[src/rtl/uart_tx_arbiter.sv]
// Round-robin arbiter sharing the UART TX FIFO write port among NREQ byte producers.
// Grants last one bounded burst; they end on last byte, burst limit or stall timeout.
module uart_tx_arbiter #(
  parameter int unsigned NREQ      = 4,
  parameter int unsigned MAX_BURST = 4,
  parameter int unsigned TIMEOUT   = 16
) (
  input  logic                    clk,
  input  logic                    nReset,
  input  logic [NREQ-1:0]         req_valid,
  input  logic [NREQ-1:0]         req_last,
  input  logic [8*NREQ-1:0]       req_data,
  output logic [NREQ-1:0]         req_ready,
  input  logic                    fifo_full,
  input  logic                    fifo_clear,
  output logic                    fifo_wen,
  output logic [7:0]              fifo_wdata,
  output logic [$clog2(NREQ)-1:0] grant_id,
  output logic                    busy
);
  localparam int unsigned IdW  = $clog2(NREQ);
  localparam int unsigned CntW = 8;
  localparam logic [CntW-1:0] CntMax = '1;

  typedef enum logic {ARB, XFER} state_t;

  state_t          stateQ, stateNext;
  logic [IdW-1:0]  ptr, ptrNext, grantNext, cand, searchId;
  logic [CntW-1:0] burstCnt, burstNext, stallCnt, stallNext;
  logic            found, inXfer, gValid, gLast, portOpen, xfer;

  // First valid requester at or after ptr, wrapping modulo NREQ
  always_comb begin
    found    = 1'b0;
    searchId = ptr;
    cand     = ptr;
    for (int unsigned i = 0; i < NREQ; i++) begin
      cand = IdW'((32'(ptr) + i) % NREQ);
      if (!found && req_valid[cand]) begin
        found    = 1'b1;
        searchId = cand;
      end
    end
  end

  assign inXfer     = (stateQ == XFER);
  assign gValid     = req_valid[grant_id];
  assign gLast      = req_last[grant_id];
  assign portOpen   = inXfer && !fifo_full && !fifo_clear;
  assign xfer       = portOpen && gValid;
  assign busy       = inXfer;
  assign fifo_wen   = xfer;
  assign fifo_wdata = inXfer ? req_data[{grant_id, 3'b000} +: 8] : 8'h00;

  always_comb begin
    req_ready = '0;
    if (portOpen) req_ready[grant_id] = 1'b1;
  end

  // Next-state logic; a buffer-clear overrides everything but leaves ptr alone
  always_comb begin
    stateNext = stateQ;
    ptrNext   = ptr;
    grantNext = grant_id;
    burstNext = burstCnt;
    stallNext = stallCnt;
    if (fifo_clear) begin
      stateNext = ARB;
      burstNext = '0;
      stallNext = '0;
    end else begin
      case (stateQ)
        ARB: begin
          if (found) begin
            grantNext = searchId;
            burstNext = '0;
            stallNext = '0;
            stateNext = XFER;
          end
        end
        XFER: begin
          if (xfer) begin
            burstNext = (burstCnt == CntMax) ? burstCnt : burstCnt + CntW'(1);
            stallNext = '0;
            if (gLast || (burstCnt >= CntW'(MAX_BURST - 1))) begin
              stateNext = ARB;
              ptrNext   = IdW'((32'(grant_id) + 32'd1) % NREQ);
            end
          end else if (!gValid) begin
            stallNext = (stallCnt == CntMax) ? stallCnt : stallCnt + CntW'(1);
            if (stallCnt >= CntW'(TIMEOUT - 1)) begin
              stateNext = ARB;
              ptrNext   = IdW'((32'(grant_id) + 32'd1) % NREQ);
            end
          end
        end
        default: stateNext = ARB;
      endcase
    end
  end

  always_ff @(posedge clk or negedge nReset) begin
    if (!nReset) begin
      stateQ   <= ARB;
      ptr      <= '0;
      grant_id <= '0;
      burstCnt <= '0;
      stallCnt <= '0;
    end else begin
      stateQ   <= stateNext;
      ptr      <= ptrNext;
      grant_id <= grantNext;
      burstCnt <= burstNext;
      stallCnt <= stallNext;
    end
  end

endmodule

[config.mk]
export PLATFORM = sky130hd
export DESIGN_NAME = uart_tx_arbiter
export DESIGN_NICKNAME = d
export VERILOG_FILES = /design/src/rtl/uart_tx_arbiter.sv
export SDC_FILE = /design/constraint.sdc
export NUM_CORES = 1
export LEC_CHECK = 0
export ABC_CLOCK_PERIOD_IN_PS = 5200
export BUFFER_PORTS_ARGS = -buffer_cell sky130_fd_sc_hd__buf_4
export CORE_MARGIN = 2
export CORE_UTILIZATION = 45
export CTS_BUF_LIST = sky130_fd_sc_hd__clkbuf_4
export CTS_CLUSTER_DIAMETER = 200
export DETAILED_ROUTE_END_ITERATION = 12
export PLACE_DENSITY_LB_ADDON = 0.15
export SLEW_MARGIN = 30
export SYNTH_ARGS = -nofsm -noshare
export SYNTH_HDL_FRONTEND = slang
export SYNTH_SLANG_ARGS = --single-unit
[constraint.sdc]
create_clock -name clk -period 5.2 [get_ports clk]
set_input_delay 1.04 -clock clk [delete_from_list [all_inputs] [get_ports clk]]
set_output_delay 1.04 -clock clk [all_outputs]
set_load 0.01 [all_outputs]
; ---- Word level (Yosys, flattened, before mapping)
; Index checks and enable logic that the tools add are counted.
[totals]
register_bits = 21
in_bits = 44
elab_cells = 93
out_inout_bits = 16
[classes]
addsub = 6
shift = 1
bitwise_logic = 2
muxes = 44
n_reduce_logical = 18
n_lt_le_gt_ge = 8
eq_ne = 9
[ops]
columns = operator, n
row1 = two-way mux 8 bit, 9
row2 = case mux 8 bit (2 select lines), 2
row3 = variable part select 32 x 6 -> 8 bit, 1
row4 = two-way mux 1 bit, 17
row5 = adder 8 x 1 -> 8 bit (second input constant), 2
row6 = equality test 8 bit (second input constant), 2
row7 = less-than comparator 2 x 3 -> 1 bit (second input constant), 5
row8 = two-way mux 2 bit, 7
row9 = binary-select mux 1 bit (select 2 bit), 6
row10 = != test 3 bit (second input constant), 3
row11 = AND reduction 3 bit, 3
row12 = >= comparator 8 x 2 -> 1 bit (second input constant), 1
row13 = >= comparator 8 x 4 -> 1 bit (second input constant), 1
row14 = != test 4 bit (second input constant), 2
row15 = logical AND 1 bit, 7
row16 = zero test 1 bit, 5
row17 = AND reduction 5 bit, 1
row18 = adder 2 x 1 -> 2 bit (second input constant), 2
row19 = adder 2 bit (second input constant), 2
row20 = two-way mux 4 bit, 1
row21 = demux 1 bit (select 2 bit), 1
row22 = >= comparator 2 x 1 -> 1 bit (second input constant), 1
row23 = != test 2 x 1 -> 1 bit (second input constant), 1
row24 = != test 2 bit (second input constant), 1
row25 = 4 further kinds, 5

; ---- Longest topological paths before layout
[logic_depth]
word_depth = 15
ltp_mapped = 6

; ---- Least setup slack after synthesis
; Ideal clock, no wire load.
[synth_timing]
path_type = in2out
start = input req_valid[3]
end = output fifo_wen
path_slack_ps = 2278
cell_stages = 3
arrival_ps = 1882
t_required_ps = 4160
path_cell_list = mux4_2 and2_1 buf_6
[synth_between]
elab_chain_cells = 3
[synth_rtl]
columns = element, line_no
row1 = start: declaration, 10  ; input logic [NREQ-1:0] req_valid,
row2 = binary-select mux 1 bit (select 2 bit), 47  ; assign gValid = req_valid[grant_id];
row3 = two-way mux 1 bit (not written as such), 47
row4 = logical AND 1 bit, 50  ; assign xfer = portOpen && gValid;
row5 = end: declaration, 16  ; output logic fifo_wen,
; Every way passes these cells. The select of a mux whose other input is x is not followed.

; ---- Worst setup path after layout
[layout_timing]
start = register grant_id[0]
end = output fifo_wen
[layout_between]
elab_chain_cells = 3
[layout_rtl]
columns = element, line_no
row1 = start: declaration, 18  ; output logic [$clog2(NREQ)-1:0] grant_id,
row2 = start signal: assignment, 112  ; grant_id <= grantNext;
row3 = binary-select mux 1 bit (select 2 bit), 47
row4 = two-way mux 1 bit (not written as such), 47
row5 = logical AND 1 bit, 50
; Every way passes these cells. The select of a mux whose other input is x is not followed.

==> results.txt <==
----------------------------------------------------
[Power and ir drop]
  Clock network fraction of total power ... 13.0%
  Flop pwr share ... 39.3%
  Net load switching power ... 235 µW
  Switching portion of total power ... 38.4%
  Cell-internal power ... 377 µW
  Reported leakage power ... 0.000997 µW
  Combinational share of power ... 47.7%
  Worst-case vdd ir drop ... around 140 µV
  Total power per unit cell area ... 285 mW/mm²

[Logic synthesis]
  Nets in the synthesized netlist ... 222
  Seq/Total Area, Yosys ... 31.9%
  EDFF count, synth ... 0
  Synth area leader ... sky130_fd_sc_hd__dfrtp_1
  #FFs+latches synth ... 21
  Synth Flop Type ... sky130_fd_sc_hd__dfrtp_1
  Post-Syn Instances ... between 150 and 200
  Ys Warns ... 0
  Proportion of synthesized flip-flops having asynchronous set or reset ... 100%
  Area share of the leading cell type in the synthesized netlist ... 31.9%
  Cells taking the most area after synthesis ... sky130_fd_sc_hd__dfrtp_1 32%, sky130_fd_sc_hd__mux4_2 14%, sky130_fd_sc_hd__and2_1 6.1%
  Average footprint of a synthesized cell ... 9.58 µm²
  Number of distinct library cells after synthesis ... 42
  Post-synthesis instance area ... 0.00165 mm²

[CTS]
  Clock transition time at the flip-flop clock pins of the worst setup and hold paths ... 0.12 ns
  Number of buffers inserted to repair setup after CTS ... 0
  Worst-Skew Late Latency ... 0.31 ns
  Maximum buffer depth of the clock tree ... 2
  Sinks on the clock net ... 21
  Root buffer selected by CTS ... sky130_fd_sc_hd__clkbuf_4
  H-tree lvl count ... 1
  TritonCTS Buffers ... 3
  Number of resized instances in the post-cts repair step ... 0
  Cts hold-fix bufs ... 0
  Clock tree from TritonCTS ... done

[Critical path]
  Nature of the critical path startpoint ... register
  Required @ worst endpoint ... 4.16 ns
  Crit Reg-Reg Endpoint ... stallCnt[6]$_DFFE_PN0P_
  Class of the most critical setup path ... reg -> out
  Number of buffer and inverter stages on the critical path ... 1
  Cell with the biggest individual delay on the critical path ... sky130_fd_sc_hd__dfrtp_1
  Setup slack on the worst flop-to-flop path ... 2.58 ns
  Maximum fanout count along the critical path ... 16
  Signal arrival time at the worst endpoint ... about 2.4 ns
  Cells on worst reg2reg path ... 4
  Startpoint of the worst register-to-register path ... grant_id[0]$_DFFE_PN0P_
  Crit end category ... output port
  Largest incremental delay on the critical path ... a little under 0.9 ns
  Gate family responsible for the most delay along the worst path ... flip-flops
  Worst path cell trace ... mux4_2 > and2_1 > buf_4

[Die]
  Starting density of the core ... 48.2%
  Placeable core region ... 0.00342 mm²
  # rows ... 21
  Die Y ... 64.5 µm
  # IOs ... 60
  Die Span X ... approximately 65 µm
  Area of the die ... roughly 0.0042 mm²

[Routing]
  Number of routed nets with antenna violations ... 0
  DRC Markers ... 0
  Vias after detailed routing ... 1676
  First-pass DRT Iterations ... 4
  Violation count after the first detailed-route iteration ... 142
  Wire length reported by the detailed router ... 4420 µm
  Via density per instance ... ~6.1
  Post-detailed-route wirelength per cell ... 16.1 µm

[Global routing]
  Global-route wire length before repair ... 7490 µm
  Total congestion overflow ... 0
  Number of antenna violations at the first check in global routing ... 0
  Pin count of the biggest net entering global routing ... 22
  Number of global-route vias before repair ... between 1500 and 2000
  Aggregate global-route resource usage ... 23.2%

[Timing]
  Relative slew margins ... 47.2%
  Transition time at the pin with the least slew margin ... 0.792 ns
  Highest clock rate ... 295 MHz
  Final period utilization ... 65.2%
  Setup violators final ... 0
  Worst clock skew on the final layout ... 0.00245 ns
  Setup tns final ... 0 ns
  Final max-slew violation count ... 0
  Setup repair after global routing missed its margin ... false
  Endpoints failing hold ... 0
  Shortest clock period the worst path allows after layout ... 3.39 ns

[Final layout]
  Post-layout nets ... 279
  Layout-stage area growth over the synthesis result ... 30.1%
  Number of fill cells ... 294
  Fraction of layout instances using a drive strength above 1 ... about 34%
  Final instance count without filler cells ... 274
  Area of combinational cells with multiple inputs ... 0.00105 mm²
  Count of antenna diodes in the layout ... 0
  Sequential standard cell area ... 526 µm²

[Worst hold path]
  Hold path depth ... 1
  Path class of the lowest-slack min-delay path ... reg -> reg
  Hold path startpoint ... burstCnt[7]$_DFFE_PN0P_
  Capture endpoint of the worst hold path ... burstCnt[7]$_DFFE_PN0P_

[Placed design]
  Detailed placement HPWL ... 3460 µm
  Placer's final routability congestion estimate ... 0.841
  Number of port buffers ... 59
  Dpl cells ... between 200 and 300

[Job]
  Number of max-capacitance violations reported ... 0

[Run status]
  Result of the run ... complete, no violations

----------------------------------------------------
cells in the mapped netlist, drive strengths merged, types with 2 or more instances:
master / n
a22oi: 2
a31oi: 11
inv: 10
o311a: 5
nor3b: 2
a31o: 2
a41oi: 5
clkbuf: 5
o21a: 2
and3: 4
or4: 3
dfrtp: 21
ha: 6
nor2b: 2
o21ai: 7
a21oi: 12
mux4: 10
nor3: 2
nor2: 4
nand2b: 4
buf: 3
o211ai: 3
nand4: 2
nand2: 10
o22ai: 2
and2: 16
nand3: 5
cells by family after synthesis:
kind of cell / after synthesis / share of synthesized area [%]
and+or+nand+nor: 57 / 19.5
muxes: 12 / 15.2
buffers and inverters: 18 / 4.63
adders and majority gates: 6 / 4.56
AOI/OAI and AO/OA: 58 / 24.2
DFF: 21 / 31.9
registers in the layout, indices dropped and copies added (netlist names):
signal	flops
burstCnt	8
busy	1
grant_id	2
ptr	2
stallCnt	8
layout make-up:
cell class,instances,area share [%]
clock buffer,3,1.05
clock inverter,1,0.233
inverter,10,1.75
multi-input combinational,133,48.8
sequential,21,24.5
tap,46,2.68
timing repair buffer,60,21.0
through the flow:
step	utilization (%)	area (µm²)	power [µW]	setup slack, ns	hold WS [ns]
after detailed placement	62.0	2120	538	1.96	0.491
after floorplan	-	1650	420	2.28	0.458
after global placement	62.0	2120	527	2.00	0.487
after global routing	62.8	2140	665	1.62	0.542
final	62.8	2140	612	1.81	0.510
after CTS	62.8	2140	619	1.76	0.508
worst max-delay path by stage:
stage | startpoint | cells past startpoint | to
2_1_floorplan | req_valid[3] | 3 | fifo_wen
3_3_place_gp | req_valid[3] | 4 | fifo_wen
3_5_place_dp | fifo_clear | 4 | fifo_wen
4_1_cts | grant_id[0]$_DFFE_PN0P_ | 3 | fifo_wen
5_1_grt | grant_id[0]$_DFFE_PN0P_ | 3 | fifo_wen
6_report | grant_id[0]$_DFFE_PN0P_ | 3 | fifo_wen
layer usage:
metal,track usage (%),wire (µm)
met4,11.2,111
met5,0,0
met1,26.2,1640
met3,5.38,375
met2,41.3,2300
power by group through the flow:
stage | combinational, µW | clock (µW) | sequential [µW]
after global placement | 285 | 0 | 242
after CTS | 295 | 82.1 | 242
after global routing | 323 | 90.2 | 251
after floorplan | 206 | 0 | 214
final | 292 | 79.5 | 241
after detailed placement | 294 | 0 | 244
placed cells by master, fill, tap and decap left out, types with 2 or more instances in the layout:
| cell type | count |
|---|---|
| sky130_fd_sc_hd__nor2b_1 | 2 |
| sky130_fd_sc_hd__a22oi_1 | 2 |
| sky130_fd_sc_hd__clkbuf_4 | 3 |
| sky130_fd_sc_hd__nor3_1 | 2 |
| sky130_fd_sc_hd__o22ai_1 | 2 |
| sky130_fd_sc_hd__ha_1 | 6 |
| sky130_fd_sc_hd__dfrtp_1 | 21 |
| sky130_fd_sc_hd__nand2_1 | 10 |
| sky130_fd_sc_hd__nand2b_1 | 4 |
| sky130_fd_sc_hd__and3_1 | 4 |
| sky130_fd_sc_hd__and2_1 | 16 |
| sky130_fd_sc_hd__a41oi_1 | 5 |
| sky130_fd_sc_hd__nor3b_1 | 2 |
| sky130_fd_sc_hd__or4_1 | 3 |
| sky130_fd_sc_hd__nor2_1 | 4 |
| sky130_fd_sc_hd__mux4_2 | 10 |
| sky130_fd_sc_hd__a31o_2 | 2 |
| sky130_fd_sc_hd__a31oi_1 | 11 |
| sky130_fd_sc_hd__nand3_1 | 5 |
| sky130_fd_sc_hd__inv_1 | 10 |
| sky130_fd_sc_hd__o311a_1 | 5 |
| sky130_fd_sc_hd__o21a_1 | 2 |
| sky130_fd_sc_hd__buf_4 | 60 |
| sky130_fd_sc_hd__o21ai_0 | 6 |
| sky130_fd_sc_hd__a21oi_1 | 12 |
| sky130_fd_sc_hd__o211ai_1 | 3 |
| sky130_fd_sc_hd__nand4_1 | 2 |
No activity file was read; power rests on OpenSTA's default activity.
